**config.mk**
```make
export PLATFORM = sky130hd
export DESIGN_NAME = mem_packer
export DESIGN_NICKNAME = d
export VERILOG_FILES = /design/src/rtl/mem_packer_pkg.sv /design/src/rtl/mem_packer_bank.sv /design/src/rtl/mem_packer.sv
export SDC_FILE = /design/constraint.sdc
export NUM_CORES = 1
export LEC_CHECK = 0
export BUFFER_PORTS_ARGS = -buffer_cell sky130_fd_sc_hd__buf_2
export CORE_ASPECT_RATIO = 0.8
export CORE_UTILIZATION = 25
export DETAILED_ROUTE_END_ITERATION = 6
export PLACE_DENSITY_LB_ADDON = 0.08
export SLEW_MARGIN = 15
export SYNTH_ARGS = -nofsm -noshare
export SYNTH_HDL_FRONTEND = slang
export SYNTH_SLANG_ARGS = --single-unit
export TNS_END_PERCENT = 50
```
**constraint.sdc**
```tcl
create_clock -name i_clk -period 1.85 [get_ports i_clk]
set_input_delay 0.37 -clock i_clk [delete_from_list [all_inputs] [get_ports i_clk]]
set_output_delay 0.37 -clock i_clk [all_outputs]
set_load 0.02 [all_outputs]
```
**src/rtl/mem_packer_pkg.sv**
```systemverilog
// Shared types and constants for the memory word packer.
package mem_packer_pkg;
  localparam int K_LANES = 4;
  localparam int K_IDX_W = $clog2(K_LANES);

  typedef enum logic {FILL = 1'b0, HOLD = 1'b1} pk_state_t;
  typedef logic [K_LANES-1:0] lane_mask_t;
endpackage

```
**src/rtl/mem_packer_bank.sv**
```systemverilog
// One packing bank: lane storage, lane-valid mask, write index, FILL/HOLD state.
// A bank fills lanes in order, parks in HOLD once complete, and is wiped on release.
module mem_packer_bank
  import mem_packer_pkg::*;
#(
  parameter int K_DWIDTH = 8
) (
  input  logic                              i_clk,
  input  logic                              i_rst,
  input  logic                              wr_en,
  input  logic [K_DWIDTH-1:0]               wr_word,
  input  logic                              wr_last,
  input  logic                              rd_en,
  output pk_state_t                         state,
  output logic [K_LANES-1:0][K_DWIDTH-1:0]  mem,
  output lane_mask_t                        mask
);

  logic [K_IDX_W-1:0] idx;

  // Fill lanes in order; close on the last lane or an early i_last; clear on release.
  always_ff @(posedge i_clk or posedge i_rst) begin
    if (i_rst) begin
      state <= FILL;
      idx   <= '0;
      mask  <= '0;
      mem   <= '0;
    end else if (state == HOLD) begin
      if (rd_en) begin
        state <= FILL;
        idx   <= '0;
        mask  <= '0;
        mem   <= '0;
      end
    end else if (wr_en) begin
      mem[idx]  <= wr_word;
      mask[idx] <= 1'b1;
      idx       <= idx + 1'b1;
      if (wr_last || (idx == K_IDX_W'(K_LANES - 1)))
        state <= HOLD;
    end
  end

endmodule

```
**src/rtl/mem_packer.sv**
```systemverilog
// Packs upstream memory words into K_LANES-wide frames with a lane-valid mask.
// Optional feature: define MEM_PACKER_PINGPONG_EN for two alternating banks,
// which lets input fill one bank while the other waits for the consumer.
module mem_packer
  import mem_packer_pkg::*;
#(
  parameter int K_DWIDTH = 8,
  parameter int K_LANES  = mem_packer_pkg::K_LANES
) (
  input  logic                              i_clk,
  input  logic                              i_rst,
  input  logic                              i_valid,
  output logic                              o_ready,
  input  logic [K_DWIDTH-1:0]               i_word,
  input  logic                              i_last,
  output logic                              o_valid,
  input  logic                              i_ready,
  output logic [K_LANES-1:0][K_DWIDTH-1:0]  o_mem,
  output logic [K_LANES-1:0]                o_data,
  output logic [15:0]                       o_frames
);

`ifdef MEM_PACKER_PINGPONG_EN
  localparam int NB = 2;
`else
  localparam int NB = 1;
`endif

  pk_state_t                                bank_state [NB];
  logic [NB-1:0][K_LANES-1:0][K_DWIDTH-1:0] bank_mem;
  lane_mask_t                               bank_mask  [NB];

  logic        wr_sel;
  logic        rd_sel;
  logic        accept;
  logic        hs;
  logic [15:0] frames_q;

  for (genvar b = 0; b < NB; b++) begin : g_bank
    mem_packer_bank #(.K_DWIDTH(K_DWIDTH)) u_bank (
      .i_clk   (i_clk),
      .i_rst   (i_rst),
      .wr_en   (accept && (wr_sel == 1'(b))),
      .wr_word (i_word),
      .wr_last (i_last),
      .rd_en   (hs && (rd_sel == 1'(b))),
      .state   (bank_state[b]),
      .mem     (bank_mem[b]),
      .mask    (bank_mask[b])
    );
  end

  // Input side is ready whenever the bank being written still has room.
  assign o_ready  = !i_rst && (bank_state[wr_sel] == FILL);
  assign accept   = i_valid && o_ready;
  assign o_valid  = (bank_state[rd_sel] == HOLD);
  assign hs       = o_valid && i_ready;
  assign o_mem    = bank_mem[rd_sel];
  assign o_data   = bank_mask[rd_sel];
  assign o_frames = frames_q;

`ifdef MEM_PACKER_PINGPONG_EN
  // Write pointer moves on the completing accept (lanes fill in order, so mask
  // bit K_LANES-2 set means this accept lands in the last lane); read pointer
  // moves on each delivered frame.
  always_ff @(posedge i_clk or posedge i_rst) begin
    if (i_rst) begin
      wr_sel <= 1'b0;
      rd_sel <= 1'b0;
    end else begin
      if (accept && (i_last || bank_mask[wr_sel][K_LANES-2]))
        wr_sel <= ~wr_sel;
      if (hs)
        rd_sel <= ~rd_sel;
    end
  end
`else
  assign wr_sel = 1'b0;
  assign rd_sel = 1'b0;
`endif

  // Delivered-frame counter, wraps naturally at 16 bits.
  always_ff @(posedge i_clk or posedge i_rst) begin
    if (i_rst)   frames_q <= '0;
    else if (hs) frames_q <= frames_q + 16'd1;
  end

endmodule

```
==> results.cfg, run 1 <==
[detailed_routing]
drc = 0
via_per_inst = 4.38
wire_per_inst_um = 15.4
antenna_left = 0
wirelength_mm = 6.59
vias = 1879
drt_iter0_drc = 55
drt_pass1_iterations = 6

[synthesis]
ys_ff_latch = 55
synthAdderAreaFrac_pct = 2.48
synth_mux_area_share_pct = 8.40
avgSynthCellArea_um2 = 11.5
synth_compound_area_share_pct = 14.1
syn_area_um2 = 2520
synth.distinct_cells = 28
synth_top_family_by_area = compound AO/OA/AOI/OAI gates
yosysWarnings = 0
synth_xor_xnor_area_share_pct = 5.22
syn_inst = 219
synthSimpleGateAreaFrac_pct = 10.8
yosysSeqAreaShare_pct = 54.6
syn_nets = 237

[critical_path]
path_class = reg -> out
max_stage_delay_ns = 0.45
cp-start-kind = flop
path_max_fanout = 23
r2r_end = g_bank[0].u_bank.mem[8]
path_cells = buf_4, nor2_1, buf_2
cp_slowest_cell = dfrtp_1
endpoint_kind = output port
worstPathArrival_ns = 1.33
reg2reg_depth = 4
worst_r2r_startpoint = g_bank[0].u_bank.state
worst_ep_required_time_ns = 1.48
rrSetupSlack_ns = 0.18

[power]
powerDensity_nw_per_um2 = 1550
pwr-share-seq_pct = 39.8
pwr-share-comb_pct = 38.4
switching_share_pct = 39.6
cellLeakagePower_nw = 1.69
clkPwrFrac_pct = 21.7
internal_power_w = 0.00300
power_switching_w = 0.00197
peakVddDrop_v = 0.000518

[sta]
worstMarginPinSlew_ns = 0.569
fin_worst_skew_ns = 0.00747
fmax_mhz = 588
setup_viol = 0
slew_viol_final = 0
slew_headroom_pct = 61.9
whs_ns = 0.0964
fin_crit_ns = 1.70
setup-tns-final_ns = 0
rsz0062_at_grt = no
final_hold_viol_count = 0
fin_crit_sh_pct = 91.9

[global_route]
grt_pass1_vias = 1854
grt_overflow = 0
grt_antenna_before_repair = 0
grt_max_degree = 24
grt_pass1_wl_mm = 10.5
grtUsageTotal_pct = 13.0

[placement]
hpwl_mm = 4.64
port_buffers = 66
routabilityCongestion = 0.707
post-place-cells = 422

[clock_tree]
clock_path_buffers = 2
htreeDepth = 2
cts_made_buffers = 5
ctsResizeCount = 0
cts_sinks = 55
clkTransAtPathRegs_ns = 0.08
postCtsSetupRepairBufs = 0
ctsHoldBuffers = 0
insertion_delay_ns = 0.30
cts_tree = done
root_buffer = clkbuf_16

[layout]
final_core_utilization_pct = 32.9
instances_no_fill = 429
n_fill_cell = 987
insertedDiodeCount = 0
syn_to_final_growth_pct = 27.1
drive_above_1_share_pct = 32.4
finalNetCount = 311
multi_input_area_um2 = 1030
ff_latch_area_um2 = 1380

[die]
die_area_um2 = 10500
rows = 32
core_um2 = 9730
die-width_um = 114
die_h_um = 91.8
io-pin-count = 67
start_util_pct = 25.9

[status]
status = finished clean

[job]
drv_cap = 0

[min_path]
hold_class = in -> async
==> worst max-delay path: cells and delay by family, from the launching register on <==
family,cells,cell delay (ns)
and+or+nand+nor,1,0.08
DFF,1,0.45
buffers and inverters,2,0.50
==> routing by layer <==
metal | track usage (%) | share of wire [%] | vias up
li1 | - | - | 924
met1 | 20.3 | 54 | 922
met2 | 18.0 | 42 | 31
met3 | 2.78 | 3.4 | 2
met4 | 2.92 | 0.47 | 0
met5 | 0 | 0 | -
==> cell type report <==
class	count	share of cell area (%)
clock inverters	2	1.17
multi-input cells	145	32.3
flip-flops and latches	55	43.0
clock buffers	5	3.91
well taps	136	5.32
repair buffers	77	13.3
inverters	9	1.06
==> synthesized netlist by cell type <==
| cell type | n | area [um2] |
|---|---|---|
| nor3_1 | 2 | 10.0 |
| dfrtp_1 | 55 | 1380 |
| o21ai_4 | 4 | 65.1 |
| nor2_4 | 1 | 11.3 |
| and2_4 | 1 | 8.76 |
| o21ai_1 | 6 | 30.0 |
| buf_6 | 5 | 56.3 |
| o21ai_0 | 4 | 20.0 |
| o211ai_1 | 5 | 37.5 |
| clkbuf_1 | 4 | 15.0 |
| a22o_1 | 5 | 43.8 |
| nand2_1 | 31 | 116 |
| mux2i_1 | 20 | 200 |
| mux2_2 | 1 | 11.3 |
| buf_2 | 1 | 5.00 |
| and3_1 | 2 | 12.5 |
| xor2_1 | 5 | 43.8 |
| nor2_1 | 4 | 15.0 |
| inv_1 | 9 | 33.8 |
| nor3b_4 | 1 | 18.8 |
| nand4_1 | 3 | 18.8 |
| xnor2_1 | 10 | 87.6 |
| and4_1 | 3 | 26.3 |
| a21oi_1 | 3 | 15.0 |
| a21oi_2 | 2 | 17.5 |
| nand3_1 | 7 | 35.0 |
| o22ai_1 | 20 | 125 |
| ha_1 | 5 | 62.6 |
==> worst max path at each step <==
stage	to	slack [ns]	from	cells past startpoint
2_1_floorplan	g_bank[0].u_bank.idx[0]	0.14	i_rst	1
3_3_place_gp	g_bank[0].u_bank.mem[17]	0.09	i_valid	6
3_5_place_dp	g_bank[0].u_bank.mem[9]	0.09	i_valid	6
4_1_cts	o_ready	0.13	g_bank[0].u_bank.state	3
5_1_grt	g_bank[0].u_bank.mem[12]	0.03	g_bank[0].u_bank.state	4
6_report	o_ready	0.15	g_bank[0].u_bank.state	3
==> power by group through the flow <==
stage	Combinational (W)	Sequential [W]	Clock, W
4_1_cts	0.00194	0.00199	0.00111
3_3_place_gp	0.00192	0.00200	0
2_1_floorplan	0.000807	0.00246	0
3_5_place_dp	0.00193	0.00200	0
6_report	0.00191	0.00198	0.00108
5_1_grt	0.00209	0.00205	0.00116
==> flip-flops by register name, indices dropped and copies added, names as in the netlist <==
name,cells
g_bank.u_bank.mem,32
o_frames,16
g_bank.u_bank.mask,4
g_bank.u_bank.idx,2
g_bank.u_bank.state,1
==> kinds of logic (layout without fill, tap and decap cells) <==
| logic type | Yosys count | count (layout) |
|---|---|---|
| adder cells (fa/ha/maj) | 5 | 5 |
| flip-flops | 55 | 55 |
| AO/OA/AOI/OAI | 49 | 49 |
| XOR/XNOR | 15 | 15 |
| buffers and inverters | 19 | 93 |
| AND/OR/NAND/NOR | 55 | 55 |
| multiplexers | 21 | 21 |
==> cell usage in the layout, fill, tap and decap left out, drive strengths merged, types with 3 or more instances in the layout <==
master / n
buf: 77
dfrtp: 55
nand2: 31
mux2i: 20
o22ai: 20
o21ai: 14
xnor2: 10
inv: 9
nand3: 7
a22o: 5
xor2: 5
o211ai: 5
ha: 5
clkbuf: 5
nor2: 5
a21oi: 5
nand4: 3
and4: 3
==> per-stage QoR <==
step | area, um2 | worst slack, ns | power, W
2_1_floorplan | 2520 | 0.137 | 0.00326
6_report | 3200 | 0.151 | 0.00497
5_1_grt | 3200 | 0.0314 | 0.00531
3_3_place_gp | 3040 | 0.0880 | 0.00392
3_5_place_dp | 3040 | 0.0904 | 0.00394
4_1_cts | 3200 | 0.131 | 0.00504
(Power assumes the default switching activity.)
==> run 2: changes to the inputs <==
--- a/config.mk
+++ b/config.mk
@@ -6,6 +6,8 @@
 export NUM_CORES = 1
 export LEC_CHECK = 0
 export BUFFER_PORTS_ARGS = -buffer_cell sky130_fd_sc_hd__buf_2
+export CELL_PAD_IN_SITES_DETAIL_PLACEMENT = 1
+export CELL_PAD_IN_SITES_GLOBAL_PLACEMENT = 1
 export CORE_ASPECT_RATIO = 0.8
 export CORE_UTILIZATION = 25
 export DETAILED_ROUTE_END_ITERATION = 6
==> run 2 against run 1 <==
Effect of this change: first-iteration DRC count is 3.6% lower; global-route usage rose by 1.1 points; utilization did not move; sequential power hardly changed; total power decreased by 0.83%; cell area is the same; clock-buffer cell count up 3; hold slack better by 0.086 ns; sequential cell count stayed put; largest cell class unchanged.
==> results.cfg, run 2 (same netlist as run 1, synthesis figures left out) <==
[status]
status = finished clean

[critical_path]
path_cells = and2_4, o21ai_4, mux2i_1, o22ai_1
cp_slowest_cell = o21ai_4
max_stage_delay_ns = 0.50
cp-start-kind = flop
path_max_fanout = 17
worst_ep_required_time_ns = 2.01
path_class = reg -> reg
endpoint_kind = flop
critical-path-top-delay-family = compound AO/OA/AOI/OAI gates
worstPathArrival_ns = 1.85
path_buf_inv = 0

[power]
internal_power_w = 0.00296
power_switching_w = 0.00197
pwr-share-seq_pct = 40.2
cellLeakagePower_nw = 1.69
powerDensity_nw_per_um2 = 1540
peakVddDrop_v = 0.000613
clkPwrFrac_pct = 20.4
switching_share_pct = 40.0
pwr-share-comb_pct = 39.5

[global_route]
grt_overflow = 0
grt_pass1_wl_mm = 11.2
grt_pass1_vias = 1967
grt_antenna_before_repair = 0
grtUsageTotal_pct = 14.1
grt_max_degree = 56

[sta]
fin_crit_sh_pct = 91.3
worstMarginPinSlew_ns = 0.566
setup_viol = 0
fmax_mhz = 592
rsz0062_at_grt = no
final_hold_viol_count = 0
slew_viol_final = 0
setup-tns-final_ns = 0
whs_ns = 0.182
fin_worst_skew_ns = 0.00344
slew_headroom_pct = 62.1
fin_crit_ns = 1.69

[layout]
syn_to_final_growth_pct = 27.1
final_cell_mix = 66 x buf_2, 54 x dfrtp_1, 31 x nand2_1
finalNetCount = 310
n_fill_cell = 1107
drive_above_1_share_pct = 32.4
largest_register_ffs = 32
regMostFlops = g_bank.u_bank.mem
insertedDiodeCount = 0
layout_commonest_cell = buf_2

[clock_tree]
cts_sinks = 55
cts_made_buffers = 5
insertion_delay_ns = 0.29
clkTransAtPathRegs_ns = 0.07
clock_path_buffers = 2
cts_tree = done
htreeDepth = 2
root_buffer = clkbuf_16
ctsHoldBuffers = 0

[job]
drv_cap = 0

[placement]
hpwl_mm = 4.80
routabilityCongestion = 0.727
port_buffers = 66

[detailed_routing]
drt_pass1_iterations = 4
vias = 1929
wirelength_mm = 6.85
antenna_left = 0
via_per_inst = 4.50
drc = 0
wire_per_inst_um = 16.0
drt_iter0_drc = 53

[die]
core_um2 = 9730
rows = 32
die_area_um2 = 10500
io-pin-count = 67
start_util_pct = 25.9
die_h_um = 91.8
die-width_um = 114

[min_path]
hold_class = in -> async
-- run 2: repair_timing --
| action | CTS | global route |
|---|---|---|
| resized for setup | 0 | 1 |
| buffers inserted | 0 | 2 |
| endpoints found under the setup margin | 0 | 9 |
-- run 2: final timing paths --
check | start | to | slack (ns) | depth (start not counted)
hold reg to reg | o_frames[15] | o_frames[15] | 0.47 | 1
min in group i_clk | i_last | g_bank[0].u_bank.state | 0.32 | 3
setup reg to reg | g_bank[0].u_bank.state | g_bank[0].u_bank.mem[8] | 0.16 | 4
max in group asynchronous | i_rst | g_bank[0].u_bank.state | 1.41 | 3
hold / removal | i_rst | o_frames[5] | 0.18 | 3
setup / recovery | g_bank[0].u_bank.state | g_bank[0].u_bank.mem[8] | 0.16 | 4
-- run 2: layout make-up --
class	count	area [um2]	area share (%)
clock buffers	8	156	4.89
flip-flops and latches	55	1380	43.0
multi-input cells	145	1030	32.3
repair buffers	76	430	13.4
well taps	136	170	5.32
inverters	9	33.8	1.06
-- run 2: worst min-delay path, cell delays in order --
cell and delay (ns):
buf_2 0.13, inv_2 0.07, buf_12 0.29
-- run 2: power by group through the flow --
stage / registers (W) / logic, W / clock network [W]
final: 0.00198 / 0.00194 / 0.00100
after global routing: 0.00206 / 0.00213 / 0.00110
after CTS: 0.00199 / 0.00196 / 0.00105
after detailed placement: 0.00201 / 0.00195 / 0
after global placement: 0.00201 / 0.00192 / 0
after floorplan: 0.00246 / 0.000807 / 0
-- run 2: metal layers --
| layer | routed length, um | global-route usage, % | vias to the layer above |
|---|---|---|---|
| met4 | 65 | 3.57 | 0 |
| li1 | - | - | 924 |
| met3 | 209 | 2.84 | 4 |
| met5 | 0 | 0 | - |
| met1 | 3640 | 21.8 | 969 |
| met2 | 2940 | 19.6 | 32 |
-- run 2: stage by stage --
stage	cells	util [%]	setup WS, ns	area (um2)	total power [W]
after floorplan	219	-	0.137	2520	0.00326
after global placement	419	31.0	0.0383	3020	0.00393
after detailed placement	419	31.0	0.0192	3020	0.00396
after CTS	427	32.6	0.0573	3170	0.00500
after global routing	429	32.9	0.0237	3200	0.00529
final	429	32.9	0.161	3200	0.00492
==> run 3: changes to the inputs <==
--- a/config.mk
+++ b/config.mk
@@ -12,6 +12,7 @@
 export CORE_UTILIZATION = 25
 export DETAILED_ROUTE_END_ITERATION = 6
 export PLACE_DENSITY_LB_ADDON = 0.08
+export SETUP_SLACK_MARGIN = 0.5
 export SLEW_MARGIN = 15
 export SYNTH_ARGS = -nofsm -noshare
 export SYNTH_HDL_FRONTEND = slang
==> run 3 against run 2 <==
Effect of this change: via count rose by 3.7%; maximum frequency increased by 13%; combinational power grew 14%; clock-buffer cell count fell by 2; highest routed layer unchanged; die area is the same; setup slack better by 0.19 ns.
==> results.cfg, run 3 (same netlist as run 1, synthesis figures left out) <==
[status]
status = finished clean

[global_route]
grt_overflow = 0
grt_max_degree = 24
grt_pass1_wl_mm = 12.2
grtUsageTotal_pct = 15.4
grt_pass1_vias = 2184
grt_antenna_before_repair = 0

[critical_path]
crit_top_cell = buf_6
worstPathArrival_ns = 1.67
endpoint_kind = flop
path_class = reg -> reg
crit_start = g_bank[0].u_bank.state
path_max_fanout = 6
reg2reg_depth = 7
worst_r2r_startpoint = g_bank[0].u_bank.state
path_cells = nor3b_4, buf_6, o21ai_4, buf_4, buf_6, o211ai_1, o21ai_1
endpoint = g_bank[0].u_bank.mem[15]
rrSetupSlack_ns = 0.35
worst_ep_required_time_ns = 2.02
cp_slowest_cell = dfrtp_2
cp-start-kind = flop
max_stage_delay_ns = 0.48
r2r_end = g_bank[0].u_bank.mem[15]

[clock_tree]
insertion_delay_ns = 0.29
cts_tree = done
clock_path_buffers = 2
clkTransAtPathRegs_ns = 0.07
ctsHoldBuffers = 0
htreeDepth = 2
cts_made_buffers = 5
cts_sinks = 55
root_buffer = clkbuf_16

[layout]
syn_to_final_growth_pct = 40.9
insertedDiodeCount = 0
largest_register_ffs = 32
finalNetCount = 333
n_fill_cell = 1088
layout_commonest_cell = buf_2
final_core_utilization_pct = 36.5
regMostFlops = g_bank.u_bank.mem
drive_above_1_share_pct = 42.4
final_cell_mix = 65 x buf_2, 53 x dfrtp_1, 24 x nand2_1

[detailed_routing]
met2_length_mm = 3.31
wire_per_inst_um = 16.7
dr_wl_met3_um = 214
wirelength_mm = 7.54
vias = 2000
drc = 0
routed.top_layer = met4
drt_pass1_iterations = 4
via_per_inst = 4.44
antenna_left = 0
met1_length_mm = 3.95
drt_iter0_drc = 67

[sta]
fin_crit_ns = 1.50
final_hold_viol_count = 0
fin_worst_skew_ns = 0.00342
fmax_mhz = 666
rsz0062_at_grt = yes
timing.final.ws_setup_ns = 0.348
slew_headroom_pct = 68.8
worstMarginPinSlew_ns = 0.467
whs_ns = 0.153
fin_crit_sh_pct = 81.2
slew_viol_final = 0
setup_viol = 0
setup-tns-final_ns = 0

[die]
start_util_pct = 25.9
die-width_um = 114
die_area_um2 = 10500
io-pin-count = 67
die_h_um = 91.8
rows = 32
core_um2 = 9730

[power]
cellLeakagePower_nw = 1.83
powerDensity_nw_per_um2 = 1440
peakVddDrop_v = 0.000643

[placement]
port_buffers = 66
routabilityCongestion = 0.693
hpwl_mm = 5.06
place_ws_ns = 0.0591

[min_path]
hold_class = in -> async

[job]
drv_cap = 0
-- run 3: changes by cell type in the layout (fill, tap and decap cells not counted), sizes merged --
cell      previous run  this run
clkbuf               8         6
inv                  9         7
clkinvlp             0         2
buf                 76        99
-- run 3: how the worst min path moves through the flow --
stage                     startpoint                  endpoint  slack, ns  depth (start not counted)
final                          i_rst  g_bank[0].u_bank.mem[25]       0.15                          2
after global routing           i_rst  g_bank[0].u_bank.mem[25]       0.18                          2
after CTS                      i_rst  g_bank[0].u_bank.mem[14]       0.16                          2
after detailed placement       i_rst  g_bank[0].u_bank.mem[25]       0.46                          2
after global placement         i_rst  g_bank[0].u_bank.mem[25]       0.45                          2
after floorplan                i_rst   g_bank[0].u_bank.idx[0]       0.44                          1
-- run 3: worst max-delay path, delay by kind of cell, from the launching register on --
kind | cells | cell delay (ns)
compound gates | 3 | 0.26
buf+inv | 3 | 0.43
flops | 1 | 0.48
simple gates | 1 | 0.20
-- run 3: repair_timing --
action | in CTS | in global routing
gates resized for setup | 27 | 10
gates cloned | 2 | 0
setup buffers | 17 | 1
pin swaps | 25 | 8
setup endpoints to repair | 50 | 54
-- run 3: power by group --
| part | internal (W) | leakage [nW] | switching (W) |
|---|---|---|---|
| clock | 0.000489 | 0.0628 | 0.000415 |
| combinational | 0.000921 | 1.09 | 0.00129 |
| sequential | 0.00164 | 0.675 | 0.000363 |
| total | 0.00305 | 1.83 | 0.00206 |
-- run 3: final cells by class --
cell class	count	area, um2	area share [%]
flip-flops and latches	55	1380	38.8
well taps	136	170	4.79
inverters	9	41.3	1.16
repair buffers	99	733	20.7
multi-input cells	145	1100	30.9
clock buffers	6	129	3.63
-- run 3: through the flow --
stage	power (W)	instance area [um2]	instances
floorplan	0.00326	2520	219
global placement	0.00394	3060	424
detailed placement	0.00398	3060	424
CTS	0.00514	3510	449
global route	0.00546	3550	450
finish	0.00511	3550	450
-- run 3: per-layer routing --
layer	global-route usage, %	up-vias
li1	-	965
met1	22.8	999
met2	23.2	31
met3	2.45	5
met4	3.90	0
met5	0	-
